==> src/rtl/fifo_drain_pkg.sv <==
// fifo_drain_pkg: shared types for the FIFO read-side drain engine.
package fifo_drain_pkg;
   localparam int DATA_W = 32;
   typedef enum logic [1:0] {IDLE, BURST, SINGLE, WAIT} drain_state_e;
   typedef struct packed {
      logic [DATA_W-1:0] data;
      logic              last;
   } obuf_entry_t;
endpackage

==> src/rtl/drain_obuf.sv <==
// drain_obuf: small output FIFO whose head entry drives the downstream stream.
module drain_obuf
   import fifo_drain_pkg::*;
#(
   parameter int DEPTH = 4,
   parameter int CW    = $clog2(DEPTH) + 1
) (
   input  logic              clk_in,
   input  logic              areset_b,
   input  logic              clear,
   input  logic              push,
   input  obuf_entry_t       wr_entry,
   input  logic              m_ready,
   output logic              m_valid,
   output logic [DATA_W-1:0] m_data,
   output logic              m_last,
   output logic [CW-1:0]     count,
   output logic              empty
);
   localparam int AW = $clog2(DEPTH);
   obuf_entry_t   mem [DEPTH];
   logic [AW-1:0] wr_ptr, rd_ptr;
   logic          pop;
   assign empty   = count == '0;
   assign m_valid = !empty;
   assign pop     = m_valid && m_ready;
   assign m_data  = mem[rd_ptr].data;
   assign m_last  = m_valid && mem[rd_ptr].last;
   always_ff @(posedge clk_in or negedge areset_b)
      if (!areset_b) begin
         for (int i = 0; i < DEPTH; i++) mem[i] <= '0;
         wr_ptr <= '0;
         rd_ptr <= '0;
         count  <= '0;
      end else if (clear) begin
         wr_ptr <= '0;
         rd_ptr <= '0;
         count  <= '0;
      end else begin
         if (push) mem[wr_ptr] <= wr_entry;
         wr_ptr <= wr_ptr + AW'(push);
         rd_ptr <= rd_ptr + AW'(pop);
         count  <= count + CW'(push) - CW'(pop);
      end
endmodule

==> src/rtl/fifo_drain_ctrl.sv <==
// fifo_drain_ctrl: drains the FIFO in threshold bursts or timed-out single words
// and streams the returned words downstream with burst framing.
module fifo_drain_ctrl
   import fifo_drain_pkg::*;
#(
   parameter int OSTD_NUM    = 8,
   parameter int DATA_WIDTH  = DATA_W,
   parameter int BURST_LEN   = 2,
   parameter int TIMEOUT_CYC = 16,
   parameter int OBUF_DEPTH  = 4
) (
   input  logic                  clk_in,
   input  logic                  areset_b,
   input  logic                  empty_ind,
   input  logic                  threshold_ind,
   input  logic                  underflow_ind,
   input  logic                  flush,
   output logic                  trans_read,
   input  logic [DATA_WIDTH-1:0] fifo_rdata,
   output logic                  m_valid,
   input  logic                  m_ready,
   output logic [DATA_WIDTH-1:0] m_data,
   output logic                  m_last,
   output logic                  busy,
   output logic                  err_underflow
);
   // a burst longer than a quarter of the FIFO is clamped
   localparam int BL = (BURST_LEN > OSTD_NUM / 4) ? OSTD_NUM / 4 : BURST_LEN;
   localparam int BW = (BL > 1) ? $clog2(BL) : 1;
   localparam int IW = $clog2(TIMEOUT_CYC);
   localparam int CW = $clog2(OBUF_DEPTH) + 1;

   drain_state_e  state, state_nx;
   logic [BW-1:0] beat_cnt;
   logic [IW-1:0] idle_cnt;
   logic [CW-1:0] obuf_count;
   logic          inflight, tag_last, credit, beat_end, timeout, obuf_empty;
   obuf_entry_t   wr_entry;

   // a read may only issue if its returning word is guaranteed a buffer slot
   assign credit   = obuf_count + CW'(inflight) < CW'(OBUF_DEPTH);
   assign beat_end = beat_cnt == BW'(BL - 1);
   assign timeout  = idle_cnt == IW'(TIMEOUT_CYC - 1);
   assign busy     = state != IDLE || inflight || !obuf_empty;
   assign wr_entry = '{data: fifo_rdata, last: tag_last};

   always_comb begin
      state_nx   = flush ? IDLE : state;
      trans_read = 1'b0;
      if (!flush)
         case (state)
            IDLE:   state_nx = (threshold_ind && credit) ? BURST :
                               (!empty_ind && timeout && credit) ? SINGLE : IDLE;
            BURST: begin
               trans_read = credit && !empty_ind;
               state_nx   = (trans_read && beat_end) ? WAIT : BURST;
            end
            SINGLE: begin
               trans_read = credit && !empty_ind;
               state_nx   = trans_read ? WAIT : SINGLE;
            end
            WAIT:   state_nx = inflight ? WAIT : IDLE;
            default: state_nx = IDLE;
         endcase
   end

   always_ff @(posedge clk_in or negedge areset_b)
      if (!areset_b) begin
         state         <= IDLE;
         beat_cnt      <= '0;
         idle_cnt      <= '0;
         inflight      <= 1'b0;
         tag_last      <= 1'b0;
         err_underflow <= 1'b0;
      end else begin
         state         <= state_nx;
         inflight      <= trans_read;
         tag_last      <= state == SINGLE || beat_end;
         beat_cnt      <= (flush || state != BURST) ? '0 : trans_read ? beat_cnt + BW'(1) : beat_cnt;
         idle_cnt      <= (flush || state != IDLE || state_nx != IDLE || empty_ind) ? '0 :
                          timeout ? idle_cnt : idle_cnt + IW'(1);
         err_underflow <= err_underflow | underflow_ind;
      end

   drain_obuf #(.DEPTH(OBUF_DEPTH), .CW(CW)) u_obuf (
      .clk_in   (clk_in),
      .areset_b (areset_b),
      .clear    (flush),
      .push     (inflight),
      .wr_entry (wr_entry),
      .m_ready  (m_ready),
      .m_valid  (m_valid),
      .m_data   (m_data),
      .m_last   (m_last),
      .count    (obuf_count),
      .empty    (obuf_empty)
   );
endmodule

==> config.mk <==
export PLATFORM = sky130hd
export DESIGN_NAME = fifo_drain_ctrl
export DESIGN_NICKNAME = d
export VERILOG_FILES = /design/src/rtl/fifo_drain_pkg.sv /design/src/rtl/drain_obuf.sv /design/src/rtl/fifo_drain_ctrl.sv
export SDC_FILE = /design/constraint.sdc
export NUM_CORES = 1
export LEC_CHECK = 0
export BUFFER_PORTS_ARGS = -buffer_cell sky130_fd_sc_hd__buf_2
export CAP_MARGIN = 20
export CORE_MARGIN = 1
export CORE_UTILIZATION = 46
export DETAILED_ROUTE_END_ITERATION = 10
export PLACE_DENSITY = 0.61
export REMOVE_ABC_BUFFERS = 1
export SETUP_SLACK_MARGIN = 0.05
export SYNTH_ARGS = -nofsm -noshare
export SYNTH_HDL_FRONTEND = slang
export SYNTH_SLANG_ARGS = --single-unit
==> constraint.sdc <==
create_clock -name clk_in -period 2.65 [get_ports clk_in]
set_clock_uncertainty 0.15 [all_clocks]
set_input_delay 0.53 -clock clk_in [delete_from_list [all_inputs] [get_ports clk_in]]
set_output_delay 0.53 -clock clk_in [all_outputs]
set_load 0.1 [all_outputs]
==> results of run 1 <==
critical path, delay by kind of cell (launching register included):
kind	cells	cell delay, ps
and+or+nand+nor	2	430
buffers and inverters	1	180
DFF	1	390
xor gates and xnor gates	1	150
adders and majority gates	2	350
registers in the layout, summed over array words and instances, names as in the netlist:
register,count
u_obuf.mem,132
idle_cnt,4
u_obuf.count,3
state,2
u_obuf.rd_ptr,2
u_obuf.wr_ptr,2
beat_cnt,1
err_underflow,1
inflight,1
tag_last,1
metal layers:
layer / up-vias / share of wire (%) / wire length [um] / track usage (%)
met4: 0 / 1.2 / 160 / 6.784
met2: 65 / 50 / 6705 / 30.83
li1: 1702 / - / - / -
met1: 2035 / 45 / 6085 / 25.72
met5: - / 0 / 0 / 0
met3: 15 / 4.0 / 546 / 5.758
placed cells by master, fill, tap and decap left out, drive strengths merged, types with 2 or more instances in the layout:
master	count
or2	2
xor2	2
a211oi	2
mux2	132
mux4	33
nand3	2
ha	12
inv	6
nor2	8
xnor2	4
nand2	4
nor3b	4
bufinv	5
o21ai	2
nor2b	6
clkbuf	20
nand3b	2
clkinv	7
buf	102
clkinvlp	2
dfrtp	149
through the flow:
step,TNS [ps],std cells
after floorplan,-76820,383
after global placement,0,657
after detailed placement,0,657
after CTS,0,695
after global routing,-59.52,700
final,0,700
cell type report:
class	instances	area [um^2]	share of cell area, %
flip-flops and latches	149	3734	43.73
clock inverters	14	207.7	2.433
repair buffers	105	1102	12.91
multi-input cells	228	2808	32.88
clock buffers	18	439.2	5.144
well taps	180	225.2	2.638
inverters	6	22.52	0.2638
power groups by stage:
stage | combinational [mW] | clock [mW] | sequential, mW
finish | 5.39 | 2.63 | 3.00
global placement | 4.93 | 0 | 3.00
detailed placement | 4.98 | 0 | 3.03
global route | 5.60 | 2.78 | 3.06
CTS | 5.14 | 2.69 | 3.00
floorplan | 3.68 | 0 | 3.01
kinds of logic (layout without fill, tap and decap cells):
kind of cell	count (synthesis)	count (layout)	share of synthesized area, %
muxes	166	166	33.76
DFF	149	149	56.21
and+or+nand+nor	35	35	3.433
buffers and inverters	29	143	2.225
adders and majority gates	12	12	2.263
AOI/OAI and AO/OA	9	9	1.207
xor gates and xnor gates	6	6	0.9054
final timing paths:
kind / startpoint / end / slack (ps) / cells past startpoint
setup / recovery: inflight / trans_read / 50 / 6
hold / removal: underflow_ind / err_underflow / 160 / 2
setup reg to reg: u_obuf.count[2] / u_obuf.count[2] / 600 / 6
hold reg to reg: err_underflow / err_underflow / 300 / 1
max in group asynchronous: areset_b / u_obuf.mem[86] / 1100 / 3
min in group asynchronous: areset_b / u_obuf.mem[129] / 540 / 2
repair_timing:
item / 4_1_cts / 5_1_grt
gates cloned: 0 / 3
endpoints found under the setup margin: 34 / 28
hold endpoints to repair: 19 / 0
resized for setup: 23 / 28
pin swaps: 1 / 1
setup buffers: 5 / 2
hold buffers: 1 / 0
==> qor.yml, run 1 <==
drt:
  vias: 3817
  drt_iter0_markers: 176
  final_antenna_net_count: 0
  routedWlPerCell_um: 19.28
  firstDrtPassIters: 4
  drc: 0
  drt-total-wl_um: 13500
  routed_via_density: 5.453
sta:
  worst_slack_ps: 47.48
  setup_viol: 0
  period_needed_ps: 2603
  drv_slew: 0
  slew-limit-headroom_pct: 56.18
  period_share_pct: 98.21
  clock.fmax_mhz: 384.2
  hold_violations: 0
  tightest_slew_ps: 657.3
  whs_ps: 155.4
  rsz0062_at_grt: "true"
place:
  dpl_cell_area_um2: 7579
  port_buffers: 75
  pre_cts_ws_ps: 243.5
  dp_hpwl_um: 8424
  gp_congestion: 0.7254
floorplanning:
  fp.dieW_um: 122.1
  core_um2: 13990
  initial_core_util_pct: 47.42
  fp.dieArea_um2: 14910
  dieHeight_um: 122.1
  ios: 76
  rows: 43
setup_path:
  critical_path_required_ps: 1970
  crit_chain: "ha_2 -> ha_4 -> xor2_2 -> nor3b_2 -> nor2b_4 -> buf_12"
  crit_slowest_cell: "dfrtp_1"
  crit_path_end_kind: "primary output"
  path_max_fanout: 2
  path_class: "flop to primary output"
  critPathMaxStageDelay_ps: 390
  worstSetupStartpointType: "flop"
  crit_arrival_ps: 1920
synth:
  yosys_warnings: 0
  synth_most_common_cell: "dfrtp_1"
  synth_edf_count: 0
  synth-main-ff-cell: "dfrtp_1"
  synthDistinctLibCells: 35
  synthCells: 406
  yosys-top-cells-count: "dfrtp_1, mux2_2, mux4_2, mux2_1, buf_2"
  yosys.area.top_type: "dfrtp_1"
  ys_ff_latch: 149
  synth.top_cell.area_share_pct: 56.21
  ys_async_sr_fraction_pct: 100.0
  syn_area_um2: 6634
  ys_top_cells_by_area: "dfrtp_1, mux2_2, mux4_2, mux2_1, ha_1"
  synth-seq-area-share_pct: 56.21
  syn_avg_cell_area_um2: 16.34
power:
  clkPwrFrac_pct: 23.9
  p_leak_nw: 4.067
  ir_worst_vdd_v: 0.0006325
  p_total_mw: 11.02
  sw_frac_of_total_pct: 42.09
  p_int_mw: 6.384
  p_comb_share_pct: 48.9
  power_density_nw_per_um2: 1291
  power_switching_mw: 4.640
  pwr-share-seq_pct: 27.2
clock_network:
  cts_buffers: 17
  clock-root-buffer: "clkbuf_16"
  cts_max_level: 4
  clock_sinks: 149
  clk_latency_ps: 420
  clock_path_buffers: 2
  cts_tree: "done"
  cts.clk_slew.worst_paths_ps: 60
status:
  outcome: "completed"
global_routing:
  grt_overflow_total: 0
  grt_antenna_before_repair: 0
  grt_start_max_net_pins: 70
  grt_pass1_vias: 4106
  grt_pass1_wl_um: 21490
  grt_use_total_pct: 19.52
cells_and_area:
  final_cell_area_um2: 8538
  n_antenna_cell: 0
  layout-drive-gt1-share_pct: 55.38
  final_core_util_pct: 61.04
  fillerInstances: 1058
  num-nets-final: 558
  area_delta_synth_final_pct: 28.71
hold_path:
  holdCritPathClass: "primary input to flop"
job:
  drv_cap: 0
(Power assumes the default switching activity.)
==> run 2: changes to the inputs <==
- RECOVER_POWER: not set -> 50
==> run 2 against run 1 <==
  * Combinational power about the same
  * Clock-buffer cell count stayed put
  * Non-clock buffer count unchanged
  * Register-to-register slack barely moved
  * Design area shrank 0.48%
  * First-iteration DRC count shrank 9.1%
  * Power about the same
  * Sequential power about the same
  * Setup slack improved by 0.62 ps
  * Largest cell class unchanged
==> qor.yml, run 2 (synthesis results as in run 1) <==
cells_and_area:
  largest_reg_flops: 132
  num-nets-final: 558
  layout-drive-gt1-share_pct: 54.81
  final_common_cell: "dfrtp_1"
  area_delta_synth_final_pct: 28.08
  stdcell_count: 700
  largest_registers: "u_obuf.mem (132), idle_cnt (4), u_obuf.count (3)"
  fillerInstances: 1066
  top_register: "u_obuf.mem"
  layout_common_cells: "dfrtp_1, mux2_2, buf_2, mux4_2, mux2_1"
  n_antenna_cell: 0
drt:
  routed_via_density: 5.459
  drt-total-wl_um: 13470
  final_antenna_net_count: 0
  firstDrtPassIters: 4
  drc: 0
  drt_iter0_markers: 160
  routedWlPerCell_um: 19.24
  vias: 3821
global_routing:
  grtUsageMet3_pct: 5.758
  grt_use_total_pct: 19.52
  grt_pass1_vias: 4106
  grt_start_max_net_pins: 70
  grt_pass1_wl_um: 21490
  grt_antenna_before_repair: 0
  grt_overflow_total: 0
  use_met1_pct: 25.72
  grt_busiest_layer: "met2"
  gr-usage-met2_pct: 30.83
sta:
  hold_violations: 0
  period_share_pct: 98.18
  period_needed_ps: 2602
  slew-limit-headroom_pct: 29.01
  setup_viol: 0
  final.setup.tns_ps: 0
  tightest_slew_ps: 1065
  rsz0062_at_grt: "true"
  drv_slew: 0
  clock.fmax_mhz: 384.3
setup_path:
  crit_arrival_ps: 1920
  critical_path_required_ps: 1970
  crit_path_end_kind: "primary output"
  crit_slowest_cell: "dfrtp_1"
  path_class: "flop to primary output"
  worstSetupStartpointType: "flop"
  crit_chain: "ha_2 -> ha_4 -> xor2_2 -> nor3b_2 -> nor2b_4 -> buf_12"
  critPathMaxStageDelay_ps: 390
  crit_buf_inv: 1
  cp_top_family: "simple AND/OR/NAND/NOR gates"
  path_max_fanout: 2
power:
  ir_worst_vdd_v: 0.0006309
  power_density_nw_per_um2: 1296
  p_leak_nw: 4.044
  p_total_mw: 11.01
floorplanning:
  core_um2: 13990
  initial_core_util_pct: 47.42
  rows: 43
  fp.dieArea_um2: 14910
  fp.dieW_um: 122.1
  dieHeight_um: 122.1
  ios: 76
place:
  dp_hpwl_um: 8424
  gp_congestion: 0.7254
  port_buffers: 75
  placedCellCount: 657
clock_network:
  clock-root-buffer: "clkbuf_16"
  clock_path_buffers: 2
  clock_sinks: 149
  cts_tree: "done"
  clk_latency_ps: 420
  cts_buffers: 17
  cts.clk_slew.worst_paths_ps: 60
  cts_max_level: 4
status:
  outcome: "completed"
hold_path:
  holdCritPathClass: "primary input to flop"
job:
  drv_cap: 0
run 2: cell types whose count changed in the layout (fill, tap and decap cells not counted), sizes merged:
cell | before | now
buf | 102 | 97
clkbuf | 20 | 25
run 2: final timing paths:
check / start / end / slack, ps / cells past startpoint
min: underflow_ind / err_underflow / 160 / 2
max reg2reg: u_obuf.count[2] / u_obuf.count[2] / 610 / 6
min in group asynchronous: areset_b / u_obuf.mem[129] / 540 / 2
min reg2reg: err_underflow / err_underflow / 300 / 1
max: inflight / trans_read / 50 / 6
max in group asynchronous: areset_b / u_obuf.mem[80] / 330 / 3
run 2: metrics by stage:
stage	hold WS, ps	util (%)	setup WS [ps]	instance area [um^2]
after global routing	153.2	60.74	-59.52	8497
after CTS	141.5	59.59	25.80	8335
after global placement	294.3	54.18	255.4	7579
after detailed placement	296.2	54.18	243.5	7579
after floorplan	84.41	-	-1920	6509
final	156.1	60.74	48.10	8497
run 2: repair_timing:
action | CTS | global route
gates cloned | 0 | 3
setup endpoints to repair | 34 | 28
pin swaps | 1 | 1
resized for setup | 23 | 28
endpoints found under the hold margin | 19 | 0
hold buffers | 1 | 0
buffers inserted | 5 | 2
run 2: layout make-up:
class | count | area [um^2] | area share (%)
repair buffers | 105 | 1061 | 12.49
clock buffers | 18 | 439.2 | 5.169
multi-input cells | 228 | 2808 | 33.04
well taps | 180 | 225.2 | 2.651
flip-flops and latches | 149 | 3734 | 43.94
clock inverters | 14 | 207.7 | 2.444
inverters | 6 | 22.52 | 0.2651
run 2: report_power, final:
group	leakage, nW	internal, mW	switching (mW)
clock network	0.315	1.69	0.941
logic	1.72	1.95	3.43
registers	2.01	2.74	0.261
run 2: layer usage:
| layer | share of wire, % | vias to the layer above |
|---|---|---|
| met2 | 50 | 69 |
| met5 | 0 | - |
| met1 | 45 | 2033 |
| li1 | - | 1705 |
| met3 | 4.2 | 14 |
| met4 | 1.2 | 0 |
